### src/rtl/screen_pkg.sv
// Shared definitions for the screen frame-memory arbiter: return-tag encoding
// and frame geometry.
package screen_pkg;

  localparam int SCREEN_W = 320;
  localparam int SCREEN_H = 240;
  localparam int FB_WORDS = 76800;

  typedef enum logic [1:0] {
    TAG_NONE = 2'd0,
    TAG_VGA  = 2'd1,
    TAG_B    = 2'd2
  } ret_tag_e;

endpackage

### src/rtl/screen_arb_starve_cnt.sv
// Saturating wait counter for port B; flags when B has waited LIMIT cycles.
// Instantiated by screen_mem_arbiter only when SCREEN_ARB_STARVE_GUARD_EN is defined.
module screen_arb_starve_cnt #(
  parameter int unsigned LIMIT = 15
) (
  input  logic clk,
  input  logic rst,
  input  logic i_req,
  input  logic i_gnt,
  output logic o_at_limit
);

  localparam int CNT_W = (LIMIT < 1) ? 1 : $clog2(LIMIT + 1);

  logic [CNT_W-1:0] r_cnt;

  always_ff @(posedge clk) begin
    if (rst || !i_req || i_gnt) begin
      r_cnt <= '0;
    end else if (r_cnt != CNT_W'(LIMIT)) begin
      r_cnt <= r_cnt + 1'b1;
    end
  end

  assign o_at_limit = (r_cnt == CNT_W'(LIMIT));

endmodule

### src/rtl/screen_mem_arbiter.sv
// Single-port frame-memory arbiter: VGA fetch port has priority over port B.
// Define SCREEN_ARB_STARVE_GUARD_EN to enable the B starvation guard and vga_miss.
module screen_mem_arbiter
  import screen_pkg::*;
#(
  parameter int          ADDR_W       = 17,
  parameter int          DATA_W       = 2,
  parameter int unsigned STARVE_LIMIT = 15
) (
  input  logic              clk,
  input  logic              rst,
  input  logic              vga_req,
  input  logic [ADDR_W-1:0] vga_addr,
  output logic              vga_rvalid,
  output logic [DATA_W-1:0] vga_rdata,
  output logic              vga_miss,
  input  logic              b_req,
  input  logic              b_we,
  input  logic [ADDR_W-1:0] b_addr,
  input  logic [DATA_W-1:0] b_wdata,
  output logic              b_gnt,
  output logic              b_rvalid,
  output logic [DATA_W-1:0] b_rdata,
  output logic [ADDR_W-1:0] mem_addr,
  output logic              mem_we,
  output logic [DATA_W-1:0] mem_wdata,
  input  logic [DATA_W-1:0] mem_rdata
);

  logic              w_force;
  logic              w_gnt_vga;
  logic              w_gnt_b;
  logic              w_miss;
  ret_tag_e          r_tag;
  logic              r_miss;
  logic [ADDR_W-1:0] r_addr_hold;
  logic [DATA_W-1:0] r_vga_rdata;
  logic [DATA_W-1:0] r_b_rdata;

`ifdef SCREEN_ARB_STARVE_GUARD_EN
  logic w_at_limit;

  screen_arb_starve_cnt #(
    .LIMIT (STARVE_LIMIT)
  ) u_starve_cnt (
    .clk        (clk),
    .rst        (rst),
    .i_req      (b_req),
    .i_gnt      (w_gnt_b),
    .o_at_limit (w_at_limit)
  );

  assign w_force = w_at_limit & b_req;
  assign w_miss  = vga_req & ~w_gnt_vga & ~rst;
`else
  logic w_unused_limit;
  assign w_unused_limit = (STARVE_LIMIT == 0);
  assign w_force        = 1'b0;
  assign w_miss         = 1'b0;
`endif

  // Grant decision; a cycle with rst high grants nothing, so no read survives reset.
  assign w_gnt_vga = ~rst & vga_req & ~w_force;
  assign w_gnt_b   = ~rst & b_req & (~vga_req | w_force);

  assign b_gnt     = w_gnt_b;
  assign mem_we    = w_gnt_b & b_we;
  assign mem_wdata = b_wdata;

  always_comb begin
    mem_addr = r_addr_hold;
    if (w_gnt_vga) begin
      mem_addr = vga_addr;
    end else if (w_gnt_b) begin
      mem_addr = b_addr;
    end
  end

  always_ff @(posedge clk) begin
    if (w_gnt_vga || w_gnt_b) begin
      r_addr_hold <= mem_addr;
    end
  end

  // Return-tag stage: data arrives from the RAM one cycle after the grant.
  always_ff @(posedge clk) begin
    if (rst) begin
      r_tag  <= TAG_NONE;
      r_miss <= 1'b0;
    end else begin
      r_miss <= w_miss;
      if (w_gnt_vga) begin
        r_tag <= TAG_VGA;
      end else if (w_gnt_b && !b_we) begin
        r_tag <= TAG_B;
      end else begin
        r_tag <= TAG_NONE;
      end
    end
  end

  always_ff @(posedge clk) begin
    if (rst) begin
      r_vga_rdata <= '0;
      r_b_rdata   <= '0;
    end else begin
      if (r_tag == TAG_VGA) begin
        r_vga_rdata <= mem_rdata;
      end
      if (r_tag == TAG_B) begin
        r_b_rdata <= mem_rdata;
      end
    end
  end

  assign vga_rvalid = (r_tag == TAG_VGA);
  assign b_rvalid   = (r_tag == TAG_B);
  assign vga_rdata  = (r_tag == TAG_VGA) ? mem_rdata : r_vga_rdata;
  assign b_rdata    = (r_tag == TAG_B) ? mem_rdata : r_b_rdata;
  assign vga_miss   = r_miss;

endmodule

### config.mk
export PLATFORM = sky130hd
export DESIGN_NAME = screen_mem_arbiter
export DESIGN_NICKNAME = d
export VERILOG_FILES = /design/src/rtl/screen_pkg.sv /design/src/rtl/screen_arb_starve_cnt.sv /design/src/rtl/screen_mem_arbiter.sv
export SDC_FILE = /design/constraint.sdc
export NUM_CORES = 1
export LEC_CHECK = 0
export BUFFER_PORTS_ARGS = -buffer_cell sky130_fd_sc_hd__buf_2
export CORE_MARGIN = 2
export CORE_UTILIZATION = 39
export DETAILED_ROUTE_END_ITERATION = 16
export GPL_ROUTABILITY_DRIVEN = 1
export PLACE_DENSITY = 0.76
export SYNTH_ARGS = -nofsm -noshare
export SYNTH_HDL_FRONTEND = slang
export SYNTH_SLANG_ARGS = --single-unit
### constraint.sdc
create_clock -name clk -period 1 [get_ports clk]
set_input_delay 0.05 -clock clk [delete_from_list [all_inputs] [get_ports clk]]
set_output_delay 0.05 -clock clk [all_outputs]
set_load 0.05 [all_outputs]
### Word-level counts from Yosys, hierarchy flattened

Index checks and enable logic that the tools add are counted.

| word-level totals | value |
|---|---|
| input bits | 43 |
| output and inout bits | 28 |
| word-level logic and storage cells | 23 |
| register bits | 23 |

| cells by class | value |
|---|---|
| reduce and logical (&&, ||, !) cells | 4 |
| equal/unequal tests | 2 |
| multiplexer cells | 6 |
| bitwise gates (word level) | 6 |

Operators with widths:

| operator | count |
|---|---|
| two-way mux 17 bit | 2 |
| two-way mux 2 bit | 3 |
| bitwise AND 1 bit | 4 |
| == test 2 x 1 -> 1 bit, second input constant | 1 |
| == test 2 bit, second input constant | 1 |
| NOT 1 bit | 2 |
| OR reduction 2 bit | 1 |
| logical AND 1 bit | 1 |
| logical NOT 1 bit | 1 |
| logical OR 1 bit | 1 |
| two-way mux 1 bit | 1 |

### Depth between registers and ports, before layout

Gate-level depths: netlist of the first run.

| depth | value |
|---|---|
| depth after elaboration | 6 |
| gate-level depth with buffers | 6 |
| depth with buffers taken out | 3 |

### Worst setup path before layout of the first run

OpenSTA, ideal clock, no wires.

| timing path | value |
|---|---|
| path type | reg2reg |
| from | register r_tag[0] |
| to | register r_vga_rdata[0] |
| clock period less this slack | 1628 ps |
| slack | -628 ps |
| buffers on the path | 0 |
| stages on the path, launching flop included | 4 |
| data arrival time | 1507 ps |
| required time | 879 ps |
| library setup time | 121 ps |
| cell sequence | dfxtp_1 -> nor2b_2 -> mux2_2 -> nor2b_1 |

| between the ends | value |
|---|---|
| cells in the longest elaborated chain, start to end | 2 |

Ends and longest elaborated chain:

| what | RTL line | RTL |
|---|---|---|
| start, declared | screen_mem_arbiter.sv:34 | `ret_tag_e r_tag;` |
| start signal, assigned | screen_mem_arbiter.sv:88 | `r_tag <= TAG_NONE;` |
| start signal, assigned | screen_mem_arbiter.sv:93 | `r_tag <= TAG_VGA;` |
| start signal, assigned | screen_mem_arbiter.sv:95 | `r_tag <= TAG_B;` |
| == test 2 x 1 -> 1 bit | - |  |
| via vga_rvalid | screen_mem_arbiter.sv:14 | `output logic vga_rvalid,` |
| two-way mux 2 bit | - |  |
| via vga_rdata[0] | screen_mem_arbiter.sv:15 | `output logic [DATA_W-1:0] vga_rdata,` |
| end signal, assigned | screen_mem_arbiter.sv:108 | `r_vga_rdata <= mem_rdata;` |
| end, declared | screen_mem_arbiter.sv:37 | `logic [DATA_W-1:0] r_vga_rdata;` |

The timed path passes the listed nets, and every way through them passes these cells.
A chain may end at the register's enable or synchronous reset.

### Worst setup path after layout of the first run

| timing path | value |
|---|---|
| from | register r_tag[0] |
| to | output vga_rdata[1] |

| between the ends | value |
|---|---|
| cells in the longest elaborated chain, start to end | 2 |

Ends and longest elaborated chain:

| what | RTL line | RTL |
|---|---|---|
| == test 2 x 1 -> 1 bit | screen_mem_arbiter.sv:118 | `assign vga_rdata = (r_tag == TAG_VGA) ? mem_rdata : r_vga_rdata;` |
| two-way mux 2 bit | screen_mem_arbiter.sv:118 |  |
| end, declared | screen_mem_arbiter.sv:15 |  |

Every way passes these cells.

==> metrics.yaml, run 1 <==
logic_synthesis:
  syn-cell-area_um2: 1239
  syn_avg_cell_area_um2: 11.80
  ys_types: 20
  synthMuxAreaShare_pct: 3.636
  synth_xor_area_share_pct: 0
  synth-warning-count: 0
  yosys-top-cells-area: "edfxtp_1, o32ai_2, dfxtp_1"
  ys.flop_type: "edfxtp_1"
  syn-num-nets: 148
  async_flop_share_pct: 0
  seq_area_frac_synth_pct: 50.91
  synth-compound-area-share_pct: 18.28
  synth_top_family_by_area: "compound AO/OA/AOI/OAI gates"
  synth_top_area_share_pct: 41.21
  yosysTopAreaCell: "edfxtp_1"
  synth_adder_area_share_pct: 0
  synth_common_cells: "nor2_1, edfxtp_1, nor2_2, o32ai_2, o32ai_1"
  netlist_instances: 105
  ys_seq_elements: 23
  synth_edf_count: 17
  synth.most_common_cell: "nor2_1"
  synthSimpleGateAreaFrac_pct: 17.58
cts:
  clkTransAtPathRegs_ns: 0.12
  clock_latency_ns: 0.30
  clockBufferDepth: 2
  h-tree-depth: 1
  cts_root_buffer: "clkbuf_4"
  cts_made_buffers: 3
  cts_sinks: 23
  cts_tree: "done"
timing:
  setup_viol: 27
  period_share_pct: 135.8
  timing.final.ws_setup_ns: -0.3576
  finClkSkew_ns: 0.001283
  clock.fmax_ghz: 0.7366
  hold_viol: 0
  layout_min_cycle_time_ns: 1.358
  final_max_slew_viol_count: 0
  hold_slack_ns: 0.1000
  grt_setup_unrepaired: "yes"
global_routing:
  grt_antenna_before_repair: 0
  grt_pass1_vias: 1197
  grt_use_total_pct: 19.00
  grt-ovfl-total: 0
  grt_pass1_wl_um: 5161
  grt_max_degree: 16
route:
  drt-initial-drc-count: 25
  routedWlPerCell_um: 14.92
  wl_um: 3446
  drcViolationCount: 0
  num_vias: 1106
  firstDrtPassIters: 4
  avgViaCountPerCell: 4.788
  antenna_left: 0
placement:
  gp_congestion: 0.7058
  io_buffers: 65
  hpwl_um: 2482
  place_ws_ns: -0.2015
run:
  drv_cap: 0
die:
  initial_core_util_pct: 40.91
  fp.dieW_um: 60.36
  die_h_um: 60.36
  core_um2: 3028
  dieArea_um2: 3643
  pin_count: 71
  fp-row-count: 20
critical_path:
  arrival_ns: 1.31
  max_stage_delay_ns: 0.35
  r2r_cells: 3
  worst-setup-path-type: "reg -> out"
  critPathMaxFanout: 3
  slowest_stage: "dfxtp_2"
  timing.critical_path.required_ns: 0.95
  crit_path_end_kind: "output port"
  crit_chain: "nor2b_4, mux2_4, buf_6"
  start_kind: "register"
pwr:
  ir_drop_mv: 1.025
  finalPower_mw: 2.778
  leakagePower_nw: 0.9316
  power_per_cell_area_nw_per_um2: 1159
outcome:
  status: "finished with violations"
  violations: "negative setup slack"
cells_and_area:
  drive_above_1_share_pct: 84.49
  design.final.nets: 231
  area_delta_synth_final_pct: 93.43
  diodes: 0
worst_hold_path:
  min_path_type: "in -> out"
  min_path_cells: 0
-- registers in the layout, indices dropped and copies added, names as in the netlist --
register and count:
r_vga_rdata 2, r_addr_hold 17, r_tag 2, r_b_rdata 2
-- critical path: cells and delay by family (launching register included) --
family,cells,cell delay (ns)
buffers and inverters,1,0.15
flip-flops,1,0.35
multiplexers,1,0.33
AND/OR/NAND/NOR,1,0.18
-- routing by layer --
metal / track usage, % / routed length [µm]
met1: 22.73 / 1286
met2: 35.87 / 2000
met3: 4.051 / 159
met4: 2.222 / 0
met5: 0 / 0
-- metrics by stage --
step | util, % | std cells | instance area [µm²] | setup TNS (ns)
floorplan | - | 105 | 1617 | -5.930
global placement | 65.17 | 216 | 1973 | -5.291
detailed placement | 65.17 | 216 | 1973 | -6.549
CTS | 78.10 | 231 | 2365 | -3.823
global route | 79.13 | 231 | 2396 | -4.831
finish | 79.13 | 231 | 2396 | -3.476
-- worst paths after layout --
path	slack [ns]	to	startpoint
setup / recovery	-0.36	vga_rdata[1]	r_tag[0]$_SDFF_PP0_
hold / removal	0.10	mem_wdata[0]	b_wdata[0]
setup reg to reg	-0.07	r_vga_rdata[0]$_SDFF_PP0_	r_tag[0]$_SDFF_PP0_
hold reg to reg	0.60	r_addr_hold[0]$_DFFE_PP_	r_addr_hold[0]$_DFFE_PP_
-- area by class of cell --
cell class / instances / area [µm²]
Clock buffer: 3 / 22.52
Clock inverter: 1 / 5.005
Fill cell: 174 / 631.9
Inverter: 2 / 7.507
Multi-Input combinational cell: 68 / 965.9
Sequential cell: 23 / 633.1
Tap cell: 44 / 55.05
Timing Repair Buffer: 90 / 706.9
-- report_power, final --
part | leakage, nW | internal, mW | switching [mW]
combinational | 0.704 | 0.519 | 0.701
sequential | 0.210 | 1.10 | 0.0408
clock | 0.0177 | 0.149 | 0.265
total | 0.932 | 1.77 | 1.01
-- kinds of logic after synthesis --
| logic type | count (synthesis) |
|---|---|
| compound gates | 18 |
| mux | 4 |
| other cells | 1 |
| flops | 23 |
| simple gates | 45 |
| buf+inv | 14 |
-- timing repair --
| item | 4_1_cts | 5_1_grt |
|---|---|---|
| hold endpoints to repair | 1 | 0 |
| setup buffers | 10 | 0 |
| setup endpoints to repair | 28 | 28 |
| pin swaps | 29 | 0 |
| gates resized for setup | 70 | 8 |
| hold buffers | 1 | 0 |
-- layout by cell type, fill, tap and decap left out, drive strengths merged --
| master | Yosys | final |
|---|---|---|
| buf | 12 | 89 |
| mux2 | 4 | 4 |
| clkinv | 0 | 1 |
| inv | 2 | 2 |
| nor2b | 5 | 5 |
| dlygate4sd3 | 0 | 1 |
| nor2 | 35 | 35 |
| dfxtp | 6 | 6 |
| conb | 1 | 1 |
| clkbuf | 0 | 3 |
| edfxtp | 17 | 17 |
| o21ba | 1 | 1 |
| nor3 | 1 | 1 |
| o32ai | 17 | 17 |
| nand2b | 3 | 3 |
| and2 | 1 | 1 |
No activity file was read; power rests on OpenSTA's default activity.
==> inputs of run 2 (changes only) <==
--- a/config.mk
+++ b/config.mk
@@ -16 +16,2 @@
 export SYNTH_SLANG_ARGS = --single-unit
+export TNS_END_PERCENT = 20
==> constraint.sdc (replaced) <==
create_clock -name clk -period 1 [get_ports clk]
set_input_delay 0 -clock clk [delete_from_list [all_inputs] [get_ports clk]]
set_output_delay 0 -clock clk [all_outputs]
set_load 0.05 [all_outputs]
==> run 2 against run 1 <==
- the flow still finishes with violations (negative setup slack)
- non-clock buffer count fell by 8
- cell count fell by 3.5%
- wire length fell by 14%
- sequential power barely moved
- setup slack improved by 0.026 ns
- first-iteration DRC count fell by 12%
- clock-buffer cell count did not move
- maximum frequency rose by 2.0%
- clock power rose by 4%
- die area did not move
- core utilization fell by 8.5 points
- clock skew rose by 0.0028 ns
- largest power group is now sequential cells
==> metrics.yaml, run 2 (synthesized netlist as in run 1, its figures left out) <==
critical_path:
  timing.critical_path.required_ns: 1.00
  critPathMaxFanout: 3
  startpoint: "r_tag[0]$_SDFF_PP0_"
  arrival_ns: 1.33
  r2r-start: "r_tag[0]$_SDFF_PP0_"
  crit_path_end_kind: "output port"
  worst-setup-path-type: "reg -> out"
  start_kind: "register"
route:
  routedWlPerCell_um: 13.36
  drt-initial-drc-count: 22
  num_vias: 1088
  wl_um: 2979
  drcViolationCount: 0
  avgViaCountPerCell: 4.879
  firstDrtPassIters: 5
  antenna_left: 0
global_routing:
  grt_use_total_pct: 17.38
  grt-ovfl-total: 0
  grt_antenna_before_repair: 0
  grt_pass1_vias: 1073
  grt_pass1_wl_um: 4664
  grt_max_degree: 26
cts:
  cts_made_buffers: 3
  cts_sinks: 23
  clockBufferDepth: 2
  clkTransAtPathRegs_ns: 0.13
  cts_tree: "done"
  cts_root_buffer: "clkbuf_4"
  h-tree-depth: 1
  clock_latency_ns: 0.31
worst_hold_path:
  min_path_type: "in -> out"
  hold_start: "b_wdata[1]"
die:
  dieArea_um2: 3643
  fp.dieW_um: 60.36
  fp-row-count: 20
  pin_count: 71
  die_h_um: 60.36
  core_um2: 3028
  initial_core_util_pct: 40.91
cells_and_area:
  drive_above_1_share_pct: 82.68
  regArea_um2: 633.1
  design.final.nets: 223
  fillers: 233
  final_area_um2: 2138
  largest_reg_flops: 17
  diodes: 0
  layout_commonest_cell: "buf_2"
  regMostFlops: "r_addr_hold"
  area_delta_synth_final_pct: 72.63
  multi_input_area_um2: 768.2
  mostFrequentLayoutCells: "buf_2, buf_6, nor2_2, edfxtp_1, nor2_4"
run:
  drv_cap: 0
placement:
  place_ws_ns: -0.1632
  gp_congestion: 0.7461
  place_area_um2: 1829
  hpwl_um: 2207
  io_buffers: 65
timing:
  layout_min_cycle_time_ns: 1.331
  timing.final.ws_setup_ns: -0.3312
  hold_slack_ns: 0.00001844
  clock.fmax_ghz: 0.7512
  setup_viol: 27
  hold_viol: 0
  finClkSkew_ns: 0.004055
  grt_setup_unrepaired: "yes"
  setup_tns_ns: -2.433
  final_max_slew_viol_count: 0
  period_share_pct: 133.1
pwr:
  power_per_cell_area_nw_per_um2: 1225
  ir_drop_mv: 0.7199
  finalPower_mw: 2.619
  leakagePower_nw: 0.8681
outcome:
  violations: "negative setup slack"
  status: "finished with violations"
[run 2: cell count changes in the layout (fill, tap and decap cells not counted), sizes merged]
cell    previous run  this run
buf               89        80
clkbuf             3         4
[run 2: layout make-up]
cell class                      count  share of cell area, %
Tap cell                           44                  2.575
Inverter                            2                 0.3511
Multi-Input combinational cell     68                  35.93
Clock buffer                        3                  1.053
Clock inverter                      1                 0.2341
Timing Repair Buffer               82                  30.25
Sequential cell                    23                  29.61
[run 2: routing by layer]
layer  wire [µm]  track usage, %
met5           0               0
met4          16           4.444
met3         190           3.412
met2        1681           31.52
met1        1091           21.08
[run 2: repair_timing]
| item | 4_1_cts | 5_1_grt |
|---|---|---|
| resized for setup | 67 | 14 |
| hold buffers | 1 | 0 |
| pin swaps | 18 | 0 |
| endpoints found under the setup margin | 27 | 28 |
| buffers inserted | 0 | 1 |
| endpoints found under the hold margin | 1 | 0 |
[run 2: per-stage QoR]
| step | utilization (%) | std cells |
|---|---|---|
| finish | 70.62 | 223 |
| global route | 70.62 | 223 |
| CTS | 68.76 | 222 |
| detailed placement | 60.41 | 217 |
| global placement | 60.41 | 217 |
| floorplan | - | 105 |
[run 2: worst max-delay path, cell delays in order (launching register included)]
cell and delay [ns]:
dfxtp_2 0.36, nor2b_4 0.18, mux2_4 0.33, buf_6 0.15
[run 2: report_power, final]
| part | switching (mW) | internal [mW] |
|---|---|---|
| logic | 0.631 | 0.430 |
| registers | 0.0268 | 1.10 |
| clock network | 0.281 | 0.149 |
[run 2: worst paths after layout]
path                               endpoint  slack, ns  depth (start not counted)
setup reg to reg  r_vga_rdata[0]$_SDFF_PP0_      -0.08                          3
hold reg to reg    r_addr_hold[1]$_DFFE_PP_       0.60                          2
hold / removal                 mem_wdata[1]    0.00002                          0
setup / recovery               vga_rdata[1]      -0.33                          3
